--- src/rtl/multicycle_ctrl.sv ---
// Main control FSM of the multi-cycle RV32I core: sequences fetch/decode/execute/memory/writeback.
// Optional performance counters are enabled with `define MULTICYCLE_CTRL_PERF_EN.
module multicycle_ctrl #(
  parameter int OPW = 7,
  parameter int SW  = 4
) (
  input  logic           clk,
  input  logic           rst,
  input  logic [OPW-1:0] op,
  input  logic [2:0]     funct3,
  input  logic           funct7b5,
  input  logic           zero,
  input  logic           mem_ready,
  output logic           PCWrite,
  output logic           AdrSrc,
  output logic           MemWrite,
  output logic           IRWrite,
  output logic           RegWrite,
  output logic [1:0]     ResultSrc,
  output logic [1:0]     ALUSrcA,
  output logic [1:0]     ALUSrcB,
  output logic [2:0]     ALUControl,
  output logic [2:0]     ImmSrc,
  output logic           instr_done,
  output logic           illegal_op
`ifdef MULTICYCLE_CTRL_PERF_EN
  ,
  output logic [31:0]    cycle_cnt,
  output logic [31:0]    retired_cnt
`endif
);

  localparam logic [SW-1:0] FETCH    = 4'd0;
  localparam logic [SW-1:0] DECODE   = 4'd1;
  localparam logic [SW-1:0] MEMADR   = 4'd2;
  localparam logic [SW-1:0] MEMREAD  = 4'd3;
  localparam logic [SW-1:0] MEMWB    = 4'd4;
  localparam logic [SW-1:0] MEMWRITE = 4'd5;
  localparam logic [SW-1:0] EXECR    = 4'd6;
  localparam logic [SW-1:0] EXECI    = 4'd7;
  localparam logic [SW-1:0] ALUWB    = 4'd8;
  localparam logic [SW-1:0] BRANCH   = 4'd9;
  localparam logic [SW-1:0] JAL      = 4'd10;

  localparam logic [OPW-1:0] OP_LOAD  = 7'b0000011;
  localparam logic [OPW-1:0] OP_STORE = 7'b0100011;
  localparam logic [OPW-1:0] OP_RTYPE = 7'b0110011;
  localparam logic [OPW-1:0] OP_ITYPE = 7'b0010011;
  localparam logic [OPW-1:0] OP_BR    = 7'b1100011;
  localparam logic [OPW-1:0] OP_JAL   = 7'b1101111;

  logic [SW-1:0] state_r;
  logic [SW-1:0] next_s;
  logic          pcwrite_s;
  logic          memwrite_s;
  logic          irwrite_s;
  logic          regwrite_s;
  logic          done_s;
  logic          illegal_s;

  // Shared R/I-type ALU decode; sub_en is only honoured for R-type funct3 000.
  function automatic logic [2:0] alu_dec(input logic [2:0] f3, input logic sub_en);
    case (f3)
      3'b000:  alu_dec = sub_en ? 3'b001 : 3'b000;
      3'b010:  alu_dec = 3'b101;
      3'b110:  alu_dec = 3'b011;
      3'b111:  alu_dec = 3'b010;
      default: alu_dec = 3'b000;
    endcase
  endfunction

  // State register; reset abandons any in-flight instruction.
  always_ff @(posedge clk) begin
    if (rst) begin
      state_r <= FETCH;
    end else begin
      state_r <= next_s;
    end
  end

  // Next-state and per-state datapath controls.
  always_comb begin
    next_s     = FETCH;
    pcwrite_s  = 1'b0;
    memwrite_s = 1'b0;
    irwrite_s  = 1'b0;
    regwrite_s = 1'b0;
    done_s     = 1'b0;
    illegal_s  = 1'b0;
    AdrSrc     = 1'b0;
    ResultSrc  = 2'b00;
    ALUSrcA    = 2'b00;
    ALUSrcB    = 2'b00;
    ALUControl = 3'b000;
    ImmSrc     = 3'b000;
    case (state_r)
      FETCH: begin
        ALUSrcB   = 2'b10;
        ResultSrc = 2'b10;
        irwrite_s = mem_ready;
        pcwrite_s = mem_ready;
        next_s    = mem_ready ? DECODE : FETCH;
      end
      DECODE: begin
        ALUSrcA = 2'b01;
        ALUSrcB = 2'b01;
        ImmSrc  = (op == OP_JAL) ? 3'b011 : 3'b010;
        case (op)
          OP_LOAD, OP_STORE: next_s = MEMADR;
          OP_RTYPE:          next_s = EXECR;
          OP_ITYPE:          next_s = EXECI;
          OP_BR:             next_s = BRANCH;
          OP_JAL:            next_s = JAL;
          default: begin
            illegal_s = 1'b1;
            next_s    = FETCH;
          end
        endcase
      end
      MEMADR: begin
        ALUSrcA = 2'b10;
        ALUSrcB = 2'b01;
        ImmSrc  = (op == OP_LOAD) ? 3'b000 : 3'b001;
        next_s  = (op == OP_LOAD) ? MEMREAD : MEMWRITE;
      end
      MEMREAD: begin
        AdrSrc = 1'b1;
        next_s = mem_ready ? MEMWB : MEMREAD;
      end
      MEMWB: begin
        ResultSrc  = 2'b01;
        regwrite_s = 1'b1;
        done_s     = 1'b1;
        next_s     = FETCH;
      end
      MEMWRITE: begin
        // Strobe held for the whole access, retirement only on the ready cycle.
        AdrSrc     = 1'b1;
        memwrite_s = 1'b1;
        done_s     = mem_ready;
        next_s     = mem_ready ? FETCH : MEMWRITE;
      end
      EXECR: begin
        ALUSrcA    = 2'b10;
        ALUControl = alu_dec(funct3, funct7b5);
        next_s     = ALUWB;
      end
      EXECI: begin
        ALUSrcA    = 2'b10;
        ALUSrcB    = 2'b01;
        ALUControl = alu_dec(funct3, 1'b0);
        next_s     = ALUWB;
      end
      ALUWB: begin
        regwrite_s = 1'b1;
        done_s     = 1'b1;
        next_s     = FETCH;
      end
      BRANCH: begin
        ALUSrcA    = 2'b10;
        ALUControl = 3'b001;
        case (funct3)
          3'b000:  pcwrite_s = zero;
          3'b001:  pcwrite_s = ~zero;
          default: pcwrite_s = 1'b0;
        endcase
        done_s = 1'b1;
        next_s = FETCH;
      end
      JAL: begin
        ALUSrcA   = 2'b01;
        ALUSrcB   = 2'b10;
        pcwrite_s = 1'b1;
        next_s    = ALUWB;
      end
      default: next_s = FETCH;
    endcase
  end

  // Enables and pulses are suppressed for the whole reset cycle.
  assign PCWrite    = pcwrite_s & ~rst;
  assign MemWrite   = memwrite_s & ~rst;
  assign IRWrite    = irwrite_s & ~rst;
  assign RegWrite   = regwrite_s & ~rst;
  assign instr_done = done_s & ~rst;
  assign illegal_op = illegal_s & ~rst;

`ifdef MULTICYCLE_CTRL_PERF_EN
  // Free-running cycle and retirement counters, both wrapping.
  always_ff @(posedge clk) begin
    if (rst) begin
      cycle_cnt   <= 32'd0;
      retired_cnt <= 32'd0;
    end else begin
      cycle_cnt   <= cycle_cnt + 32'd1;
      retired_cnt <= retired_cnt + {31'd0, done_s};
    end
  end
`endif

endmodule

--- config.mk ---
export PLATFORM = sky130hd
export DESIGN_NAME = multicycle_ctrl
export DESIGN_NICKNAME = d
export VERILOG_FILES = /design/src/rtl/multicycle_ctrl.sv
export SDC_FILE = /design/constraint.sdc
export NUM_CORES = 1
export LEC_CHECK = 0
export CORE_MARGIN = 2
export CORE_UTILIZATION = 25
export DETAILED_ROUTE_END_ITERATION = 10
export PLACE_DENSITY = 0.64
export SYNTH_ARGS = -nofsm -noshare
export SYNTH_HDL_FRONTEND = slang
export SYNTH_SLANG_ARGS = --single-unit
--- constraint.sdc ---
create_clock -name clk -period 2.7 [get_ports clk]
set_clock_uncertainty 0.15 [all_clocks]
set_input_delay 0.54 -clock clk [delete_from_list [all_inputs] [get_ports clk]]
set_output_delay 0.54 -clock clk [all_outputs]
set_load 0.02 [all_outputs]
### Word-level counts from Yosys, hierarchy flattened

Cells that the tools add are included.

* equality and inequality tests: 20
* multiplexer cells: 25
* bitwise gates (word level): 8
* reduce and logical (&&, ||, !) cells: 12

Operators by type and width (number)
* $pmux 4 s6: 1
* $pmux 4 s5: 1
* $pmux 3 s3: 2
* $eq 4x3->1 const B: 4
* $pmux 2 s2: 4
* $eq 7x6->1 const B: 2
* $eq 7x7->1 const B: 2
* $eq 4x4->1 const B: 3
* $pmux 3 s4: 1
* $mux 1: 10
* $reduce_or 2->1: 5
* $mux 3: 3
* $reduce_or 3->1: 3
* $eq 4x2->1 const B: 2
* $eq 7x2->1 const B: 1
* $eq 7x5->1 const B: 1
* $and 1x1->1: 6
* $eq 3x3->1 const B: 2
* $reduce_or 6->1: 1
* $eq 4x1->1 const B: 1
* $logic_not 4->1: 1
* $pmux 1 s2: 2
* $reduce_or 4->1: 1
* $eq 3x1->1 const B: 1
* other kinds (4): 5

* bits in registers: 4
* input bits: 15

### Depth between registers and ports, before layout

Gate-level depths: netlist of run 1.

* depth after elaboration: 5
* mapped depth: 5
* mapped depth without buffers: 4

### Least setup slack after synthesis of run 1

No wires, ideal clock.

* path kind: reg-to-output
* start: reg state_r[2]
* end: out ALUControl[2]
* data arrival time: 1.389 ns
* path slack: 0.621 ns
* stages on the path, launching flop included: 5
* path through: dfxtp_1 buf_4 and2b_1 nand2_1 nor4b_1

* longest elaborated chain between the ends: 2
* elaborated cells between the ends (all ways): 4
* classes of those cells: eq/ne (3); mux (1)

RTL lines
* start, declared: line 52 `logic [SW-1:0] state_r;`
* start signal, assigned: line 77 `state_r <= next_s;`
* $eq 4x4->1 / $eq 4x3->1 (equally long branches): line 96 `case (state_r)`
* $pmux 3 s3 (*): line 96
* end, declared: line 22 `output logic [2:0] ALUControl,`

Every way passes the cells marked *; elsewhere a longest branch is shown, timed or not.

### Worst setup path in the final report of run 1

* start: in op[4]
* end: out illegal_op

* longest elaborated chain between the ends: 5
* elaborated cells between the ends (all ways): 10
* classes of those cells: eq/ne (6); mux (2); bitwise (1); reduce/logical (1)

RTL lines
* start, declared: line 9 `input logic [OPW-1:0] op,`
* $eq 7x7->1, or another cell as far along: line 108 `case (op)`
* $reduce_or 6->1 (no source line) (*)
* $mux 1 (*): line 108
* $mux 1 (*): line 96
* $and 1x1->1 (*): line 186 `assign illegal_op = illegal_s & ~rst;`
* end, declared: line 25 `output logic illegal_op`

Marks and branches as above.

==> impl_results.md, run 1 <==
- Status: complete, no violations
- Most common library cell in the layout ignoring fill and taps: clkdlybuf4s50_1
- Crit path max fanout: 4
- Cells traversed along the worst timing path: clkdlybuf4s50_1 > and3b_1 > o21ai_0 > and3b_1 > dlygate4sd2_1
- Synth warnings: 0
- Sequential cell area fraction in the yosys report: 12.3%
- Die Y: 55.0 um
- Signal arrival time at the worst endpoint: 1.96 ns
- Fraction of registers with async set or reset after synthesis: 0%
- Class of the tightest hold or removal check: register to register
- Clock input transition at the sequential cells of the worst setup and hold paths: 0.04 ns
- Routed wire length: 2060 um
- Reg2reg end: state_r[2]
- Root buffer selected by CTS: clkbuf_4
- Flop2flop setup slack: 1.03 ns
- Global-route wire length before repair: 3220 um
- Post-detailed-placement half-perimeter wirelength: 1630 um
- Type of the worst setup path: primary input to output port
- Number of inserted diodes: 0
- Average wire per standard cell: 12.2 um
- DR vias: 873
- Crit path capture type: output port
- TritonCTS buffer count: 3
- Maximum Capacitance Violations: 0
- Launching element type of the critical path: primary input
- Final worst path period share: 98.2%
- Mean Syn Cell Area: 7.06 um^2
- Number of placed I/O pins: 34
- Maximum clock rate: 377 MHz
- Number of buffers between clock root and the deepest sink: 2
- Starting utilization of the core area: 26.2%
- Detailed Route Iter0 Violations: 13
- Share of the synthesized netlist area taken by xor and xnor gates: 5.39%
- Min-delay src: state_r[2]
- RSZ-0062 raised after global routing: false
- R2R Path Start: state_r[2]
- Global placement routability congestion: 0.904
- Adder-cell share of the synthesized area: 0%
- Final critical delay including setup and external delays: 2.65 ns
- PD cells: 208 nW/um^2
- Multiplexer fraction of the synthesized cell area: 1.54%
- Non-filler cells, final: 169
- Hold buffer count at CTS: 0
- Global-route congestion overflow total: 0
- Post-CTS setup buffer count: 0
- Number of core rows: 18
- Total number of H-tree levels: 1
- Cell count after synthesis: 92
- TritonCTS clock tree: yes
- Post-route DRC violation count: 0
- Synth unique cells: 42
- Number of cells traversed by the worst hold path: 3
- Antenna violations before repair: 0
- Area growth, synth to finish: 75.7%
- Total power draw: 237 uW
- Number of nets produced by synthesis: 107
- Post-synth design cell area: 649 um^2
- Data required time at the worst endpoint: 2.01 ns
- Leak pwr: 0.000477 uW
- First drt pass iteration count: 4
- Largest regs: state_r (4)
- Placed Instances: 166
- Clock sink total: 4
- Post-Place Setup Slack: -0.375 ns
- Slowest cell on the critical path: clkdlybuf4s50_1
- Area of the placeable core: 2480 um^2
- Remaining antenna violation count after routing: 0
- Final #Nets: 156
- Dominant combinational cell family by area after synthesis: simple AND/OR/NAND/NOR gates
- Number of flip-flops in the largest register: 4
- Share of cells above drive strength 1: 24.5%
- FF+latch count, synth: 4
- Reg with most FFs: state_r
- Accumulated negative setup slack: 0 ns
- Most frequently used flop master after synthesis: dfxtp_1
- Number of global-route vias before repair: 793
- Worst hold path endpoint: state_r[3]
- Most frequent cells in the layout: clkdlybuf4s50_1 (22), buf_4 (19), o21ai_0 (10)
- Overall die width: 55.0 um
- Max-slew violation total from the final report: 0
- GRT Total Usage: 14.4%
- Die area: 3020 um^2
- Top cell by count, worst path: and3b_1
- Area fraction in compound gates after synthesis: 24.3%
- Slowest cell delay on critical path: 0.57 ns
- Number of input and output port buffers inserted: 32
- Fraction of the mapped netlist area in simple logic gates: 45.3%
- Total count of hold-check failures in the final report: 0
- Vias per inst: 5.17
- Post-route worst setup slack: 0.0490 ns
- Pin count of the biggest net entering global routing: 12
- Final setup violation count: 0
- Number of cells on the worst reg-to-reg path: 6
- Clock insertion delay at the later pin of the skew report: 0.24 ns
- Count of flip-flops with a built-in enable after synthesis: 0
- Worst vdd rail ir drop: 0.145 mV
[cell type report]
type	instances	area (um^2)
timing repair buffer	51	450
clock buffer	3	22.5
inverter	3	11.3
tap	30	37.5
fill	269	1340
multi-input combinational	78	538
sequential	4	81.3
[worst max-delay path: cells and delay by family]
| kind | cells | cell delay (ns) |
|---|---|---|
| buf+inv | 2 | 0.90 |
| simple gates | 2 | 0.40 |
| compound gates | 1 | 0.13 |
[metrics by stage]
stage | cell area [um^2] | hold WS, ns | util, %
2_1_floorplan | 649 | 0.518 | -
5_1_grt | 1140 | 0.620 | 46.1
4_1_cts | 1120 | 0.558 | 45.1
6_report | 1140 | 0.560 | 46.1
3_3_place_gp | 1090 | 0.562 | 44.1
3_5_place_dp | 1090 | 0.552 | 44.1
[power breakdown]
part / switching (uW) / leakage, uW / internal [uW]
Clock: 26.9 / 0.0000138 / 49.9
Sequential: 1.45 / 0.0000330 / 60.5
Combinational: 46.5 / 0.000430 / 51.8
[worst max path at each step]
stage / startpoint / to / cells after the start
4_1_cts: op[2] / ImmSrc[0] / 5
3_3_place_gp: op[2] / ImmSrc[0] / 5
6_report: op[4] / illegal_op / 5
5_1_grt: op[4] / illegal_op / 5
2_1_floorplan: state_r[2] / ALUControl[2] / 4
3_5_place_dp: op[2] / ImmSrc[0] / 5
[repair_timing]
item	4_1_cts	5_1_grt
setup endpoints to repair	8	6
resized for setup	10	11
hold endpoints to repair	0	0
cloned	0	0
[layer usage]
metal | track usage (%) | vias up | routed length [um]
met4 | 6.10 | 0 | 22
met2 | 25.4 | 29 | 1070
met5 | 0 | - | 0
li1 | - | 441 | -
met3 | 2.69 | 4 | 135
met1 | 17.0 | 399 | 832
[cells in the mapped netlist (2+ instances only)]
library cell  number  area, um^2
nor2_1             7        26.3
a21oi_1            5        25.0
a31oi_1            2        12.5
and3b_1            2        17.5
nand2_1            7        26.3
nand3_1            4        20.0
xor2_1             2        17.5
nor4_1             3        18.8
nor3_1             5        25.0
nor2b_1            2        12.5
inv_1              3        11.3
xnor2_1            2        17.5
dfxtp_1            4        80.1
o21ai_0           10        50.1
buf_4              4        30.0
buf_6              2        22.5
or3_1              3        18.8
[kinds of logic (layout without fill, tap and decap cells)]
kind of cell | count (synthesis) | after routing
DFF | 4 | 4
xor gates and xnor gates | 4 | 4
and+or+nand+nor | 47 | 47
other | 1 | 1
buffers and inverters | 10 | 57
AOI/OAI and AO/OA | 25 | 25
muxes | 1 | 1
Power figures use the tool's default switching activity.
==> run 2: changes to the inputs <==
--- a/config.mk
+++ b/config.mk
@@ -7,8 +7,10 @@
 export LEC_CHECK = 0
 export CORE_MARGIN = 2
 export CORE_UTILIZATION = 25
+export CTS_CLUSTER_DIAMETER = 200
 export DETAILED_ROUTE_END_ITERATION = 10
 export PLACE_DENSITY = 0.64
+export RECOVER_POWER = 50
 export SYNTH_ARGS = -nofsm -noshare
 export SYNTH_HDL_FRONTEND = slang
 export SYNTH_SLANG_ARGS = --single-unit
==> impl_results.md, run 2 (synthesized netlist as in run 1, its figures left out) <==
- Worst vdd rail ir drop: 0.145 mV (-0.14%)
- Leak pwr: 0.000460 uW (-3.6%)
- Post-detailed-placement half-perimeter wirelength: 1630 um (unchanged)
- DR vias: 874 (+0.11%)
- RSZ-0062 raised after global routing: false
- Detailed Route Iter0 Violations: 17 (+4)
- Reg with most FFs: state_r
- Total count of hold-check failures in the final report: 0 (unchanged)
- Total power draw: 234 uW (-1.1%)
- Number of core rows: 18 (unchanged)
- Remaining antenna violation count after routing: 0 (unchanged)
- Type of the worst setup path: primary input to output port
- Vias per inst: 5.17 (+0.11%)
- Pin count of the biggest net entering global routing: 12 (unchanged)
- Crit path max fanout: 4 (unchanged)
- Number of buffers between clock root and the deepest sink: 2 (unchanged)
- Hold buffer count at CTS: 0 (unchanged)
- Number of cells on the worst reg-to-reg path: 6 (unchanged)
- Number of cells traversed by the worst hold path: 3 (unchanged)
- Clock input transition at the sequential cells of the worst setup and hold paths: 0.04 ns (about the same)
- Most frequent cells in the layout: buf_4 (19), clkdlybuf4s50_1 (18), o21ai_0 (10)
- GRT Total Usage: 14.4% (unchanged)
- PD cells: 208 nW/um^2 (+0.21%)
- Post-route cell area: 1130 um^2 (-1.3%)
- Data required time at the worst endpoint: 2.01 ns (about the same)
- Area after detailed placement: 1090 um^2 (unchanged)
- Most common library cell in the layout ignoring fill and taps: buf_4
- Antenna violations before repair: 0 (unchanged)
- Starting utilization of the core area: 26.2% (unchanged)
- Largest regs: state_r (4)
- Number of global-route vias before repair: 793 (unchanged)
- Fraction of power consumed by combinational cells: 40.8% (-0.7 points)
- Routed wire length: 2080 um (+0.97%)
- Sequential share of power: 26.4% (+0.3 points)
- Global placement routability congestion: 0.904 (unchanged)
- Signal arrival time at the worst endpoint: 1.96 ns (about the same)
- Final #Nets: 156 (unchanged)
- First drt pass iteration count: 4 (unchanged)
- Maximum Capacitance Violations: 0 (unchanged)
- Crit path capture type: output port
- Accumulated negative setup slack: 0 ns (unchanged)
- Area growth, synth to finish: 73.4%
- Root buffer selected by CTS: clkbuf_4
- Clock sink total: 4 (unchanged)
- Area of the placeable core: 2480 um^2 (unchanged)
- Internal Power: 160 uW (-1.4%)
- Share of cells above drive strength 1: 23.7% (-0.72 points)
- Post-route DRC violation count: 0 (unchanged)
- Number of placed I/O pins: 34 (unchanged)
- Global-route wire length before repair: 3220 um (unchanged)
- Number of input and output port buffers inserted: 32 (unchanged)
- Overall die width: 55.0 um (unchanged)
- Net switching share of the total power: 31.8% (+0.21 points)
- Maximum clock rate: 377 MHz (about the same)
- TritonCTS buffer count: 3 (unchanged)
- Total number of H-tree levels: 1 (unchanged)
- Clock insertion delay at the later pin of the skew report: 0.24 ns (about the same)
- Share of power burned in the clock network: 32.8% (+0.4 points)
- Die area: 3020 um^2 (unchanged)
- Final critical delay including setup and external delays: 2.65 ns (-0.00167 ns)
- Launching element type of the critical path: primary input
- Final setup violation count: 0 (unchanged)
- Number of flip-flops in the largest register: 4 (unchanged)
- Final worst path period share: 98.1% (about the same)
- Status: complete, no violations
- Die Y: 55.0 um (unchanged)
- TritonCTS clock tree: yes
- Max-slew violation total from the final report: 0 (unchanged)
- Class of the tightest hold or removal check: register to register
- Filler instances: 273 (+1.5%)
- Global-route congestion overflow total: 0 (unchanged)
- Average wire per standard cell: 12.3 um (+0.97%)
- Post-CTS setup buffer count: 0 (unchanged)
- Net Sw Power: 74.5 uW (-0.44%)
- End-of-flow core utilization: 45.5% (-0.61 points)
- Number of inserted diodes: 0 (unchanged)
run 2: metal layers:
metal	part of all wire, %	global-route usage, %	vias up
met5	0	0	-
met4	1.1	6.10	0
met3	6.5	2.69	4
met2	51	25.4	27
met1	42	17.0	402
li1	-	-	441
run 2: critical path, cell delays in order:
cell and delay (ns):
clkdlybuf4s50_1 0.56, and3b_1 0.22, o21ai_0 0.13, and3b_1 0.17, dlygate4sd2_1 0.33
run 2: layout make-up:
cell class | count | area (um^2) | area share (%)
multi-input cells | 78 | 532 | 47.2
clock buffers | 3 | 22.5 | 2.00
inverters | 3 | 11.3 | 1.00
flip-flops and latches | 4 | 81.3 | 7.22
repair buffers | 51 | 442 | 39.2
well taps | 30 | 37.5 | 3.33
run 2: power by group through the flow:
| stage | combinational [uW] | sequential, uW | clock, uW |
|---|---|---|---|
| 3_3_place_gp | 95.1 | 62.9 | 0 |
| 5_1_grt | 103 | 62.2 | 78.5 |
| 4_1_cts | 96.1 | 62.0 | 75.3 |
| 2_1_floorplan | 40.3 | 62.6 | 0 |
| 6_report | 95.6 | 61.9 | 76.8 |
| 3_5_place_dp | 96.4 | 62.9 | 0 |
run 2: path summary, 6_finish.rpt:
kind	start	to	slack (ns)
setup reg to reg	state_r[2]	state_r[2]	1.02
hold reg to reg	state_r[2]	state_r[3]	0.56
hold / removal	state_r[2]	state_r[3]	0.56
setup / recovery	op[4]	illegal_op	0.05
run 2: what timing repair did:
item	CTS	global route
gates resized for setup	10	11
hold endpoints to repair	0	0
endpoints found under the setup margin	8	6
run 2: metrics by stage:
step | instances | hold slack, ns | setup WS [ns]
after global placement | 166 | 0.562 | -0.259
after CTS | 169 | 0.558 | -0.0286
after detailed placement | 166 | 0.552 | -0.375
final | 169 | 0.560 | 0.0506
after global routing | 169 | 0.620 | 0.000941
after floorplan | 92 | 0.518 | 0.621
==> run 3: changes to the inputs <==
--- a/config.mk
+++ b/config.mk
@@ -8,7 +8,9 @@
 export CORE_MARGIN = 2
 export CORE_UTILIZATION = 25
 export CTS_CLUSTER_DIAMETER = 200
+export CTS_CLUSTER_SIZE = 30
 export DETAILED_ROUTE_END_ITERATION = 10
+export GPL_ROUTABILITY_DRIVEN = 0
 export PLACE_DENSITY = 0.64
 export RECOVER_POWER = 50
 export SYNTH_ARGS = -nofsm -noshare
==> results of run 3 <==
No change in the layout: final DEF, timing and power equal those of run 2.
